## config.mk

```make
export PLATFORM = sky130hd
export DESIGN_NAME = mod_reduce_seq
export DESIGN_NICKNAME = d
export VERILOG_FILES = /design/src/rtl/mod_reduce_seq.sv
export SDC_FILE = /design/constraint.sdc
export NUM_CORES = 1
export LEC_CHECK = 0
export ABC_CLOCK_PERIOD_IN_PS = 10800
export CORE_UTILIZATION = 55
export CTS_BUF_LIST = sky130_fd_sc_hd__clkbuf_8
export CTS_CLUSTER_SIZE = 25
export DETAILED_ROUTE_END_ITERATION = 7
export GPL_ROUTABILITY_DRIVEN = 0
export PLACE_DENSITY = 0.83
export SETUP_SLACK_MARGIN = 0.02
export SYNTH_ARGS = -nofsm -noshare
export SYNTH_HDL_FRONTEND = slang
export SYNTH_SLANG_ARGS = --single-unit
```

## constraint.sdc

```tcl
create_clock -name clk -period 10.8 [get_ports clk]
set_input_delay 1.62 -clock clk [delete_from_list [all_inputs] [get_ports clk]]
set_output_delay 1.62 -clock clk [all_outputs]
set_load 0.02 [all_outputs]
```

## src/rtl/mod_reduce_seq.sv

```systemverilog
// Sequential modular reducer: folds C operand bits per cycle, MSB first (Horner),
// into a residue modulo the constant M, with optional negation of the result.
module mod_reduce_seq #(
  parameter int W = 300,
  parameter int C = 6,
  parameter int M = 4051,
  parameter int R = 12
) (
  input  logic         clk,
  input  logic         rst_n,
  input  logic         in_valid,
  output logic         in_ready,
  input  logic [W-1:0] in_data,
  input  logic         in_neg,
  output logic         out_valid,
  input  logic         out_ready,
  output logic [R-1:0] out_res,
  output logic         busy
);

  localparam int N  = (W + C - 1) / C;
  localparam int DW = N * C;
  localparam int CW = (N > 1) ? $clog2(N) : 1;
  localparam int TW = R + C + 1;
  localparam logic [TW-1:0] M_T = TW'(M);

  typedef enum logic [1:0] {IDLE, RUN, FIN, DONE} state_t;

  state_t          state_q, state_d;
  logic [DW-1:0]   data_q, data_d;
  logic            neg_q, neg_d;
  logic [R-1:0]    acc_q, acc_d;
  logic [CW-1:0]   cnt_q, cnt_d;
  logic [R-1:0]    res_q, res_d;
  logic            vld_q, vld_d;

  logic [TW-1:0]   fold_sum;
  logic [TW-1:0]   fold_rem;

  // acc*2**C + chunk < M*2**(C+1), so C+1 restoring subtract steps of M*2**k
  // (k = C..0) leave a value below M.
  always_comb begin
    fold_sum = {1'b0, acc_q, data_q[DW-1 -: C]};
    fold_rem = fold_sum;
    for (int k = C; k >= 0; k--) begin
      if (fold_rem >= (M_T << k)) fold_rem = fold_rem - (M_T << k);
    end
  end

  always_comb begin
    // NOTE: every _d takes its _q value first so no path leaves it unassigned (no latches).
    state_d = state_q;
    data_d  = data_q;
    neg_d   = neg_q;
    acc_d   = acc_q;
    cnt_d   = cnt_q;
    res_d   = res_q;
    vld_d   = vld_q;
    case (state_q)
      IDLE: begin
        if (in_valid) begin
          data_d  = DW'(in_data);
          neg_d   = in_neg;
          acc_d   = '0;
          cnt_d   = '0;
          state_d = RUN;
        end
      end
      RUN: begin
        // The operand shifts up so the next chunk is always at the top.
        acc_d  = fold_rem[R-1:0];
        data_d = data_q << C;
        cnt_d  = cnt_q + 1'b1;
        if (cnt_q == CW'(N - 1)) state_d = FIN;
      end
      FIN: begin
        if (neg_q) res_d = (acc_q == '0) ? '0 : R'(M) - acc_q;
        else       res_d = acc_q;
        vld_d   = 1'b1;
        state_d = DONE;
      end
      DONE: begin
        if (out_ready) begin
          vld_d   = 1'b0;
          state_d = IDLE;
        end
      end
      default: state_d = IDLE;
    endcase
  end

  // NOTE: sequential state uses non-blocking assignments so every register samples pre-edge values.
  always_ff @(posedge clk) begin
    if (!rst_n) begin
      state_q <= IDLE;
      data_q  <= '0;
      neg_q   <= 1'b0;
      acc_q   <= '0;
      cnt_q   <= '0;
      res_q   <= '0;
      vld_q   <= 1'b0;
    end else begin
      state_q <= state_d;
      data_q  <= data_d;
      neg_q   <= neg_d;
      acc_q   <= acc_d;
      cnt_q   <= cnt_d;
      res_q   <= res_d;
      vld_q   <= vld_d;
    end
  end

  assign in_ready  = (state_q == IDLE);
  assign busy      = (state_q != IDLE);
  assign out_valid = vld_q;
  assign out_res   = res_q;

endmodule
```

==> Word-level counts from Yosys, hierarchy flattened <==
Cells that the tools add are included.
{ "word_totals": {"reg_bits": 334, "in_bits": 305, "out_inout_bits": 15} }
{ "classes": {"n_addsub": 9, "eq_ne": 7, "n_lt_le_gt_ge": 7, "reduce_logical": 9, "muxes": 21} }
{ "ops": {"columns": ["op", "n"], "rows": [
  ["300-bit one-hot mux with 2 select lines", 1],
  ["300-bit two-way mux", 1],
  ["19-bit two-way mux", 6],
  ["12-bit two-way mux", 4],
  ["12-bit one-hot mux with 2 select lines", 1],
  ["19-bit by 12-bit greater-or-equal comparator with 1-bit output (second input constant)", 1],
  ["19-bit by 13-bit greater-or-equal comparator with 1-bit output (second input constant)", 1],
  ["19-bit by 14-bit greater-or-equal comparator with 1-bit output (second input constant)", 1],
  ["19-bit by 15-bit greater-or-equal comparator with 1-bit output (second input constant)", 1],
  ["19-bit by 16-bit greater-or-equal comparator with 1-bit output (second input constant)", 1],
  ["19-bit by 17-bit greater-or-equal comparator with 1-bit output (second input constant)", 1],
  ["18-bit by 18-bit subtractor with 19-bit output (second input constant)", 1],
  ["19-bit by 13-bit subtractor with 19-bit output (second input constant)", 1],
  ["19-bit by 14-bit subtractor with 19-bit output (second input constant)", 1],
  ["19-bit by 15-bit subtractor with 19-bit output (second input constant)", 1],
  ["19-bit by 16-bit subtractor with 19-bit output (second input constant)", 1],
  ["19-bit by 17-bit subtractor with 19-bit output (second input constant)", 1],
  ["18-bit greater-or-equal comparator (second input constant)", 1],
  ["12-bit zero test", 1],
  ["6-bit one-hot mux with 2 select lines", 1],
  ["12-bit subtractor (first input constant)", 1],
  ["12-bit subtractor (second input constant)", 1],
  ["2-bit one-hot mux with 4 select lines", 1],
  ["6-bit by 1-bit adder with 6-bit output (second input constant)", 1],
  ["other kinds (12)", 21]
]} }

==> Depth between registers and ports, before layout <==
{ "depth": {"word_depth": 15, "ltp_mapped": 42} }

==> Worst setup path after synthesis <==
No wires, ideal clock.
{ "synth_path": {"kind": "flip-flop to flip-flop", "start": "register acc_q[0]", "end": "register acc_q[2]", "path_buffers": 4, "slack_ns": 1.623, "required_time_ns": 10.683, "stages_incl_launch_ff": 38, "t_arrival_ns": 9.059, "setup_ns": 0.117, "path_cell_list": "dfxtp_1 -> buf_2 -> a211o_1 -> a21o_1 -> nand2_1 -> xnor2_1 -> inv_1 -> ha_1 -> clkbuf_1 -> o31a_1 -> a32o_1 -> a21oi_1 -> nor2_1 -> a21o_1 -> a21oi_4 -> xnor2_1 -> ha_1 -> clkbuf_1 -> [2 not listed] -> o211ai_2 -> a21oi_2 -> buf_4 -> xnor2_1 -> ha_1 -> nor3_1 -> mux2i_1 -> a22oi_1 -> or4_1 -> nand3_1 -> nand4_1 -> o31ai_2 -> o211ai_1 -> xnor2_1 -> nor4_2 -> a21oi_1 -> or3_1 -> a32o_1"} }
{ "synth_via": {"elab_chain_len": 15, "elab_cells_between_ends": 22, "cone_classes": "add/sub: 7; order compare: 7; mux: 8"} }
{ "synth_rtl": {"columns": ["element", "line_no", "rtl"], "rows": [
  ["from (decl)", "32", "logic [R-1:0] acc_q, acc_d;"],
  ["from (signal assigned)", "98", "acc_q <= '0;"],
  ["from (signal assigned)", "106", "acc_q <= acc_d;"],
  ["18-bit by 18-bit subtractor with 19-bit output or 18-bit greater-or-equal comparator (tied branches)", "46", "if (fold_rem >= (M_T << k)) fold_rem = fold_rem - (M_T << k);"],
  ["19-bit two-way mux *", "46", null],
  ["19-bit by 17-bit subtractor with 19-bit output or 19-bit by 17-bit greater-or-equal comparator with 1-bit output (tied branches)", "46", null],
  ["19-bit two-way mux *", "46", null],
  ["19-bit by 16-bit subtractor with 19-bit output or 19-bit by 16-bit greater-or-equal comparator with 1-bit output (tied branches)", "46", null],
  ["19-bit two-way mux *", "46", null],
  ["19-bit by 15-bit subtractor with 19-bit output or 19-bit by 15-bit greater-or-equal comparator with 1-bit output (tied branches)", "46", null],
  ["19-bit two-way mux *", "46", null],
  ["19-bit by 14-bit subtractor with 19-bit output or 19-bit by 14-bit greater-or-equal comparator with 1-bit output (tied branches)", "46", null],
  ["19-bit two-way mux *", "46", null],
  ["19-bit by 13-bit subtractor with 19-bit output or 19-bit by 13-bit greater-or-equal comparator with 1-bit output (tied branches)", "46", null],
  ["19-bit two-way mux *", "46", null],
  ["19-bit by 12-bit greater-or-equal comparator with 1-bit output or 12-bit subtractor (tied branches)", "46", null],
  ["12-bit two-way mux *", "46", null],
  ["12-bit one-hot mux with 2 select lines *", "59", "case (state_q)"]
]} }
Mark *: on every way between the ends. The rest lies on a longest branch, timed or not.
A chain may end at the register's enable or synchronous reset.

==> Worst setup path after layout <==
{ "layout_path": {"start": "register acc_q[6]", "end": "register acc_q[1]"} }
The elaborated chain is that of the path after synthesis.

==> summary.txt <==
Setup path
  – Worst Setup SP: acc_q[6]
  – Worst reg2reg path startpoint: acc_q[6]
  – Data arrival time of the worst path: about 11 ns
  – Crit path top cell by count: ha_1
  – Worst setup endpoint: acc_q[1]
  – Reg-to-reg setup timing slack: approximately 0.55 ns
  – Slowest CP cell: or4b_1
  – Req. time, crit path: around 11 ns
  – CP Max Fanout: 12
  – Worst R2R End: acc_q[1]
  – Startpoint types: flip-flop
  – R2r worst-path depth: 34
  – Critical path endpoint category: flip-flop
  – Slowest stage delay, CP: 0.75 ns
  – Critical path type: reg -> reg

Clock network
  – Root buf cell: clkbuf_8
  – CTS Buffer Depth: 3
  – H-tree depth: 2
  – CTS clk-pin slew, worst paths: about 0.060 ns
  – CTS Buf Count: 53
  – Clock Sinks: 334
  – Clk_lat worst skew: 0.58 ns
  – CTS tree: yes

Final layout
  – Layout cells sized above 1: 0.0719
  – Final instance area: around 0.023 mm^2
  – Nets: 2685
  – Final cell count without fillers: 2859
  – P&R area growth vs syn: 24.4%
  – Final Util: 0.700

Global route
  – GRT overflow: 0
  – Largest net degree at the start of global routing: roughly 240
  – Initial antenna violation count: 14
  – Vias in the first global route: around 16000
  – Tot GR Track Use: 0.296
  – Global-route wire length before repair: between 80 and 90 mm

Hold path
  – Worst hold path type: reg -> reg
  – WHS Path Cells: 2

Detailed routing
  – Remaining antenna violation count after routing: 0
  – Routed wire length per instance: approximately 18 um
  – Via Count: between 15000 and 20000
  – DRC: 0
  – Via density: 6.01
  – Pre-antenna DRT Iters: 8
  – DRT iter0 DRCs: roughly 1500
  – DRT Wirelength: roughly 52 mm

Power and ir drop
  – Power Density: a little over 300 mW/mm^2
  – VDD IR-drop max: between 0.0002 and 0.00025 V
  – Net Sw Power: ~0.0031 W
  – Static leakage: between 8 and 9 nW
  – Int Power: approximately 0.0038 W
  – Logic pwr share: 0.533
  – Part of the power in registers: 0.313
  – Clock Power Share: 0.154
  – Sw frac: 0.449

Yosys
  – FF+latch count, synth: between 300 and 400
  – EDFF count, synth: 0
  – Mapped Cells: between 2000 and 2500
  – Area fraction of the dominant cell type after synthesis: 0.364
  – Post-Syn Area: ~0.018 mm^2
  – Most frequent cells after synthesis: 388 x nor2_1, 334 x dfxtp_1, 282 x a211oi_1, 282 x mux2i_1, 138 x clkbuf_1
  – Count leader, synth: nor2_1
  – Mapped Avg Cell Area: about 8.6 um^2
  – Syn nets: ~2500
  – Sequential fraction of the synthesis area: 0.364
  – Top_reg_cell synth: dfxtp_1
  – Ranking of synthesized cells by area: dfxtp_1 36%, mux2i_1 15%, a211oi_1 12%, nor2_1 7.9%, clkbuf_1 2.8%
  – Yosys warns: 0
  – Ys async rst share: 0
  – Synth unique cells: around 110
  – Area leader, netlist: dfxtp_1

Timing
  – Max Clock Skew: 0.0289 ns
  – WHS: just under 0.5 ns
  – Min Tclk post-route: ~10 ns
  – Fmax: 97.6 MHz
  – Setup TNS: 0 ns
  – Worst slew pin tran: between 1 and 1.5 ns
  – Tcrit/Tclk final: 0.949
  – Final hold vios: 0
  – Slew headroom: 0.200
  – Slew Limit Fails: 0
  – Final setup vio count: 0

Flow run
  – # Max-Cap Violations: 0

Placed design
  – IO Port Bufs: 319
  – DP HPWL: roughly 37 mm
  – Cell Area, Placed: 0.0216 mm^2
  – Placed insts: ~2700

Status
  – Status: completed

Floorplanning
  – Die area: approximately 0.034 mm^2
  – Die width: 185 um
  – Die span in y: 185 um
  – Core area: between 0.03 and 0.04 mm^2
  – IO Count: 320
  – Initial Util: 0.562
  – Row Count: 66
## stage by stage
step	setup WS, ns	power [W]
after floorplan	1.62	0.00494
after global placement	0.632	0.00563
after detailed placement	0.0137	0.00576
after CTS	0.141	0.00686
after global routing	-0.0239	0.00747
final	0.549	0.00696
## layer usage
layer / track usage / vias up / share of wire
met5: 0 / - / 0.00050
met4: 0.152 / 4 / 0.043
met3: 0.0845 / 167 / 0.080
met2: 0.490 / 680 / 0.48
met1: 0.350 / 7918 / 0.40
li1: - / 8407 / -
## worst max-delay path, delay by kind of cell, from the launching register on
kind	cells	cell delay (ns)
AO/OA/AOI/OAI	13	3.41
AND/OR/NAND/NOR	11	3.81
multiplexers	2	0.62
XOR/XNOR	3	0.71
buffers and inverters	2	0.13
adder cells (fa/ha/maj)	3	0.93
flip-flops	1	0.55
## worst min path at each step
| stage | from | end | slack (ns) |
|---|---|---|---|
| after global placement | cnt_q[5] | cnt_q[5] | 0.47 |
| final | cnt_q[5] | cnt_q[5] | 0.49 |
| after detailed placement | cnt_q[5] | cnt_q[5] | 0.49 |
| after global routing | data_q[290] | data_q[290] | 0.52 |
| after floorplan | cnt_q[5] | cnt_q[5] | 0.46 |
| after CTS | cnt_q[5] | cnt_q[5] | 0.50 |
## placed cells by master (no fill, tap or decap), drive strengths merged, types with 30 or more instances in the layout
cell and n:
nor2 389, dfxtp 334, clkdlybuf4s50 319, a211oi 283
mux2i 282, o21ai 86, nand2 80, clkbuf 62
a21oi 58, inv 50, o22ai 38, xnor2 32
nand3 30
## state kept, by name, indices dropped and copies added, names as in the netlist
register / cells
acc_q: 12
out_res: 12
neg_q: 1
out_valid: 1
cnt_q: 6
data_q: 300
state_q: 2
## power groups by stage
stage	clock (W)	sequential (W)	combinational (W)
after CTS	0.00109	0.00218	0.00360
after detailed placement	0	0.00219	0.00357
after global placement	0	0.00217	0.00347
final	0.00107	0.00218	0.00371
after global routing	0.00115	0.00225	0.00407
after floorplan	0	0.00205	0.00290
## timing repair
action                     in CTS  in global routing
hold endpoints to repair        0                  0
setup buffers                   0                 11
gates resized for setup         1                 16
pin swaps                       0                  1
setup endpoints to repair       1                 12
hold buffers                    0                  0
## cells by family (layout without fill, tap and decap cells)
family,Yosys count,in the layout,synth area share
muxes,293,293,0.160
adders and majority gates,16,16,0.0109
other,0,12,0
DFF,334,334,0.364
xor gates and xnor gates,51,51,0.0251
AOI/OAI and AO/OA,608,608,0.242
buffers and inverters,189,462,0.0410
and+or+nand+nor,641,641,0.157
## final cells by class
cell class | instances | area [um^2]
Tap cell | 442 | 553
Timing Repair Buffer | 342 | 3380
Antenna cell | 12 | 30.0
Sequential cell | 334 | 6690
Clock inverter | 34 | 203
Inverter | 24 | 97.6
Clock buffer | 62 | 853
Fill cell | 2594 | 9820
Multi-Input combinational cell | 1609 | 11100
Note: power is estimated with default switching activity, not from simulation.
